## config.mk

```make
export PLATFORM = sky130hd
export DESIGN_NAME = alu_share_arbiter
export DESIGN_NICKNAME = d
export VERILOG_FILES = /design/src/rtl/alu_share_arbiter.sv
export SDC_FILE = /design/constraint.sdc
export NUM_CORES = 2
export LEC_CHECK = 0
export ABC_AREA = 1
export BUFFER_PORTS_ARGS = -buffer_cell sky130_fd_sc_hd__buf_4
export CORE_AREA = 4 4 231 233
export DETAILED_ROUTE_END_ITERATION = 6
export DIE_AREA = 0 0 235 237
export PLACE_DENSITY = 0.84
export SETUP_SLACK_MARGIN = 0.5
export SLEW_MARGIN = 20
export SYNTH_ARGS = -nofsm -noshare
export SYNTH_HDL_FRONTEND = slang
export SYNTH_SLANG_ARGS = --single-unit
```

## constraint.sdc

```tcl
create_clock -name clk -period 10.29 [get_ports clk]
set_input_delay 1.5435 -clock clk [delete_from_list [all_inputs] [get_ports clk]]
set_output_delay 1.5435 -clock clk [all_outputs]
set_load 0.02 [all_outputs]
```

## src/rtl/alu_share_arbiter.sv

```systemverilog
// alu_share_arbiter: round-robin front end that lets NREQ compute lanes share
// one ALU. Non-multiply ops return one cycle after acceptance; multiply waits
// MUL_LAT cycles, so a pipelined multiplier can sit behind this block.
module alu_share_arbiter #(
    parameter int WIDTH   = 32,
    parameter int NREQ    = 4,
    parameter int MUL_LAT = 2,
    parameter int IDW     = $clog2(NREQ)
) (
    input  logic                    clk,
    input  logic                    reset_n,
    input  logic [NREQ-1:0]         req_valid,
    output logic [NREQ-1:0]         req_ready,
    input  logic [3*NREQ-1:0]       req_op,
    input  logic [WIDTH*NREQ-1:0]   req_left,
    input  logic [WIDTH*NREQ-1:0]   req_right,
    output logic                    resp_valid,
    input  logic                    resp_ready,
    output logic [IDW-1:0]          resp_id,
    output logic [WIDTH-1:0]        resp_data
);

    localparam logic [2:0] OP_ADD = 3'd0;
    localparam logic [2:0] OP_SUB = 3'd1;
    localparam logic [2:0] OP_MUL = 3'd2;
    localparam logic [2:0] OP_AND = 3'd3;
    localparam logic [2:0] OP_OR  = 3'd4;
    localparam logic [2:0] OP_XOR = 3'd5;
    localparam logic [2:0] OP_SHL = 3'd6;
    localparam logic [2:0] OP_SHR = 3'd7;

    // A multiply only needs the wait state when it takes more than one cycle.
    localparam bit MUL_MULTI = (MUL_LAT > 1);
    localparam int CW        = (MUL_LAT > 1) ? $clog2(MUL_LAT) : 1;

    typedef enum logic [1:0] {
        IDLE = 2'd0,
        MULW = 2'd1,
        HOLD = 2'd2
    } state_t;

    state_t             state_reg;
    state_t             state_next;
    logic [IDW-1:0]     rr_ptr_reg;
    logic [CW-1:0]      cnt_reg;
    logic [WIDTH-1:0]   mul_left_reg;
    logic [WIDTH-1:0]   mul_right_reg;
    logic [IDW-1:0]     resp_id_reg;
    logic [WIDTH-1:0]   resp_data_reg;

    logic [2:0]         op_arr    [NREQ];
    logic [WIDTH-1:0]   left_arr  [NREQ];
    logic [WIDTH-1:0]   right_arr [NREQ];

    logic [IDW-1:0]     grant_idx;
    logic               any_valid;
    logic               can_accept;
    logic               fire;
    logic [2:0]         g_op;
    logic [WIDTH-1:0]   g_left;
    logic [WIDTH-1:0]   g_right;
    logic               g_is_mul_wait;

    // Unpack the flat per-requester buses into indexable arrays.
    genvar gi;
    generate
        for (gi = 0; gi < NREQ; gi++) begin : g_unpack
            assign op_arr[gi]    = req_op[3*gi +: 3];
            assign left_arr[gi]  = req_left[WIDTH*gi +: WIDTH];
            assign right_arr[gi] = req_right[WIDTH*gi +: WIDTH];
        end
    endgenerate

    // (p + k) mod NREQ for the round-robin scan; k is always < NREQ.
    function automatic logic [IDW-1:0] wrap_add(input logic [IDW-1:0] p, input int k);
        int s;
        s = int'(p) + k;
        if (s >= NREQ) begin
            s = s - NREQ;
        end
        return IDW'(s);
    endfunction

    // The shared ALU. Shifts are logical and saturate to zero at >= WIDTH.
    function automatic logic [WIDTH-1:0] alu_f(input logic [2:0] op,
                                               input logic [WIDTH-1:0] a,
                                               input logic [WIDTH-1:0] b);
        logic [WIDTH-1:0] res;
        logic             big;
        big = ({1'b0, b} >= (WIDTH+1)'(WIDTH));
        res = '0;
        case (op)
            OP_ADD: res = a + b;
            OP_SUB: res = a - b;
            OP_MUL: res = a * b;
            OP_AND: res = a & b;
            OP_OR:  res = a | b;
            OP_XOR: res = a ^ b;
            OP_SHL: res = big ? '0 : (a << b);
            OP_SHR: res = big ? '0 : (a >> b);
            default: res = '0;
        endcase
        return res;
    endfunction

    // Round-robin search starting at rr_ptr; first valid requester wins.
    always_comb begin
        grant_idx = '0;
        any_valid = 1'b0;
        for (int k = 0; k < NREQ; k++) begin
            if (!any_valid && req_valid[wrap_add(rr_ptr_reg, k)]) begin
                any_valid = 1'b1;
                grant_idx = wrap_add(rr_ptr_reg, k);
            end
        end
    end

    assign g_op          = op_arr[grant_idx];
    assign g_left        = left_arr[grant_idx];
    assign g_right       = right_arr[grant_idx];
    assign g_is_mul_wait = MUL_MULTI && (g_op == OP_MUL);

    // Output decode: accept window, one-hot ready, and response valid.
    always_comb begin
        can_accept = (state_reg == IDLE) || ((state_reg == HOLD) && resp_ready);
        fire       = can_accept && any_valid && reset_n;
        req_ready  = '0;
        if (fire) begin
            req_ready[grant_idx] = 1'b1;
        end
        resp_valid = (state_reg == HOLD);
    end

    // Next-state logic: a grant always decides the next state, else the
    // multiply countdown or the output handshake does.
    always_comb begin
        state_next = state_reg;
        case (state_reg)
            IDLE: begin
                if (fire) begin
                    state_next = g_is_mul_wait ? MULW : HOLD;
                end
            end
            MULW: begin
                if (cnt_reg == '0) begin
                    state_next = HOLD;
                end
            end
            HOLD: begin
                if (fire) begin
                    state_next = g_is_mul_wait ? MULW : HOLD;
                end else if (resp_ready) begin
                    state_next = IDLE;
                end
            end
            default: state_next = IDLE;
        endcase
    end

    // State register.
    always_ff @(posedge clk or negedge reset_n) begin
        if (!reset_n) begin
            state_reg <= IDLE;
        end else begin
            state_reg <= state_next;
        end
    end

    // Datapath: pointer advance, operand capture, multiply countdown, result.
    always_ff @(posedge clk or negedge reset_n) begin
        if (!reset_n) begin
            rr_ptr_reg    <= '0;
            cnt_reg       <= '0;
            mul_left_reg  <= '0;
            mul_right_reg <= '0;
            resp_id_reg   <= '0;
            resp_data_reg <= '0;
        end else if (fire) begin
            rr_ptr_reg  <= (grant_idx == IDW'(NREQ-1)) ? '0 : grant_idx + IDW'(1);
            resp_id_reg <= grant_idx;
            if (g_is_mul_wait) begin
                mul_left_reg  <= g_left;
                mul_right_reg <= g_right;
                cnt_reg       <= CW'(MUL_LAT-1);
            end else begin
                resp_data_reg <= alu_f(g_op, g_left, g_right);
            end
        end else if (state_reg == MULW) begin
            if (cnt_reg == '0) begin
                resp_data_reg <= mul_left_reg * mul_right_reg;
            end else begin
                cnt_reg <= cnt_reg - CW'(1);
            end
        end
    end

    assign resp_id   = resp_id_reg;
    assign resp_data = resp_data_reg;

endmodule

```

==> impl_metrics.csv <==
group,metric,value,unit
logic_synthesis,synth_area,0.0304,mm2
setup_path,crit_arrival,8210,ps
timing,rsz0062_at_grt,"no",
placement,dpl_cell_area,0.0331,mm2
timing,worstMarginPinSlew,1160,ps
logic_synthesis,yosysSeqAreaShare,8.48,%
status,violations,"design-rule violations",
grt,grt_pass1_vias,31513,
hold_path,hold_class,"reg -> reg",
hold_path,hold_start,"cnt_reg",
logic_synthesis,ys_seq_elements,103,
clocking,cts.path.max_buffers,2,
detailed_routing,wl_per_cell,21.5,um
timing,finalHoldViolations,0,
layout,syn_to_final_growth,9.85,%
timing,setup_tns,0,ps
clocking,clkTransAtPathRegs,70,ps
setup_path,critPathLaunch,"req_valid[1]",
detailed_routing,drc_errors,4,
logic_synthesis,synth-edff-count,0,
clocking,ctsResizeCount,0,
clocking,cts_buffers,9,
clocking,post_cts_buffers,0,
logic_synthesis,synthFlopType,"dfrtp_1",
floorplan,die_y,237,um
placement,place_inst,5374,
grt,grt_max_degree,77,
setup_path,cp_common_cell,"nand2_1",
detailed_routing,drt-total-wl,116000,um
setup_path,crit_fanout,76,
clocking,clock_latency,380,ps
logic_synthesis,synth_top_area_share,26.9,%
logic_synthesis,ys_types,55,
floorplan,pin_count,314,
timing,min_period,7950,ps
floorplan,die_w,235,um
setup_path,end_kind,"flip-flop",
setup_path,slowest_stage,"buf_4",
setup_path,worstPathRequired,10550,ps
run,maxCapViolCount,0,
setup_path,regToRegStartpoint,"mul_right_reg[4]",
clocking,root_buffer,"clkbuf_16",
status,status,"complete, but fails checks",
timing,setup-violations-final,0,
detailed_routing,dr.pass1.iters,7,
placement,hpwl,94600,um
floorplan,initial_core_util,59.4,%
layout,final_cell_count_no_fill,5390,
logic_synthesis,syn_inst,4564,
logic_synthesis,async_flop_share,100,%
timing,timing.hold.ws,482,ps
logic_synthesis,yosys_warnings,0,
floorplan,core_area,0.0512,mm2
detailed_routing,antenna_left,0,
detailed_routing,num_vias,30781,
setup_path,cp_slowest_stage_delay,590,ps
timing,slew-limit-headroom,21.7,%
logic_synthesis,yosysTopAreaCell,"fa_1",
grt,grt_pass1_wl,179000,um
layout,finalInstanceArea,0.0334,mm2
grt,grt_util_all_layers,41.1,%
logic_synthesis,syn_avg_cell_area,6.66,um2
timing,drv_slew,0,
clocking,clock_sinks,103,
clocking,cts_tree,"built",
clocking,htreeDepth,3,
clocking,cts_hold_buf,0,
placement,gp_congestion,1.04,
layout,diodes,0,
timing,fmax,0.126,GHz
logic_synthesis,synth_area_leaders,"fa_1 27%, nand2_1 19%, inv_1 11%",
layout,drive_gt1_share,10.2,%
timing,finClkSkew,11.1,ps
grt,grt-ovfl-total,0,
floorplan,dieArea,0.0557,mm2
layout,nets,5612,
grt,antenna_found_initial,2,
placement,portBuffers,313,
detailed_routing,vias_per_cell,5.71,
setup_path,critPathLaunchType,"input pin",
detailed_routing,drt_iter0_drc,2842,
floorplan,rows,83,
logic_synthesis,synthesis.nets,5471,
setup_path,path_class,"in -> reg",
timing,finalCritPeriodShare,77.2,%
stage by stage:
stage	utilization (%)	worst slack [ps]
floorplan	-	3390
finish	65.2	2340
detailed placement	64.6	2170
global placement	64.6	2310
CTS	65.2	2410
global route	65.2	1730
final cells by class:
cell class                      instances  area, um2
Sequential cell                       103       2580
Tap cell                              680        851
Timing Repair Buffer                  386       2900
Inverter                              914       3430
Fill cell                            4591      17800
Clock inverter                          6       97.6
Multi-Input combinational cell       3291      23300
Clock buffer                           10        239
placed cells by master (no fill, tap or decap), types with 5 or more instances in the layout:
| master | instances |
|---|---|
| or2_2 | 6 |
| a21oi_1 | 147 |
| dfrtp_1 | 103 |
| o2111ai_1 | 5 |
| o21a_1 | 5 |
| ha_1 | 223 |
| inv_1 | 895 |
| a31oi_1 | 9 |
| o211ai_1 | 12 |
| a32oi_1 | 34 |
| xor2_1 | 83 |
| a211oi_1 | 17 |
| nor3_1 | 9 |
| fa_1 | 409 |
| nand4_1 | 35 |
| nand2_1 | 1562 |
| o21ai_0 | 184 |
| a21boi_0 | 6 |
| clkbuf_16 | 9 |
| nor2_2 | 6 |
| o21ai_1 | 33 |
| xnor2_1 | 49 |
| nand2_2 | 30 |
| buf_4 | 386 |
| nor2_1 | 159 |
| inv_2 | 13 |
| nand3_1 | 204 |
| nor2_4 | 5 |
| a221oi_1 | 20 |
synth_stat cells (35+ instances only):
cell      count
nand2_1    1563
inv_1       897
fa_1        409
ha_1        223
nand3_1     204
o21ai_0     184
nor2_1      162
clkbuf_1    160
a21oi_1     147
dfrtp_1     103
xor2_1       83
xnor2_1      49
buf_2        41
a32oi_1      37
nand4_1      35
cell families after synthesis:
family / share of synthesized area, %
buf+inv: 15.1
simple gates: 27.0
flops: 8.48
compound gates: 9.54
fa+ha+maj: 36.1
xor+xnor: 3.80
worst max-delay path, delay by kind of cell:
| family | cells | cell delay, ps |
|---|---|---|
| compound gates | 14 | 3200 |
| xor+xnor | 1 | 160 |
| fa+ha+maj | 1 | 380 |
| buf+inv | 6 | 1370 |
| simple gates | 14 | 1510 |
routing by layer:
layer | part of all wire (%) | track usage [%] | up-vias
met5 | 0.021 | 0 | -
met4 | 7.4 | 24.4 | 4
met3 | 8.9 | 6.74 | 457
met2 | 47 | 69.3 | 1720
met1 | 36 | 49.7 | 14578
li1 | - | - | 14022
path summary, 6_finish.rpt:
check	endpoint	slack [ps]	cells past startpoint
setup / recovery	resp_data[23]	2340	36
hold / removal	state_reg[0]	480	2
setup reg to reg	resp_data[28]	2390	31
hold reg to reg	state_reg[0]	480	2
max in group asynchronous	resp_data[17]	7880	2
min in group asynchronous	mul_right_reg[26]	1140	1
Power is left out: the tool's default activity adds up to more than one toggle a clock period on the data nets, which glitch-free logic cannot reach.
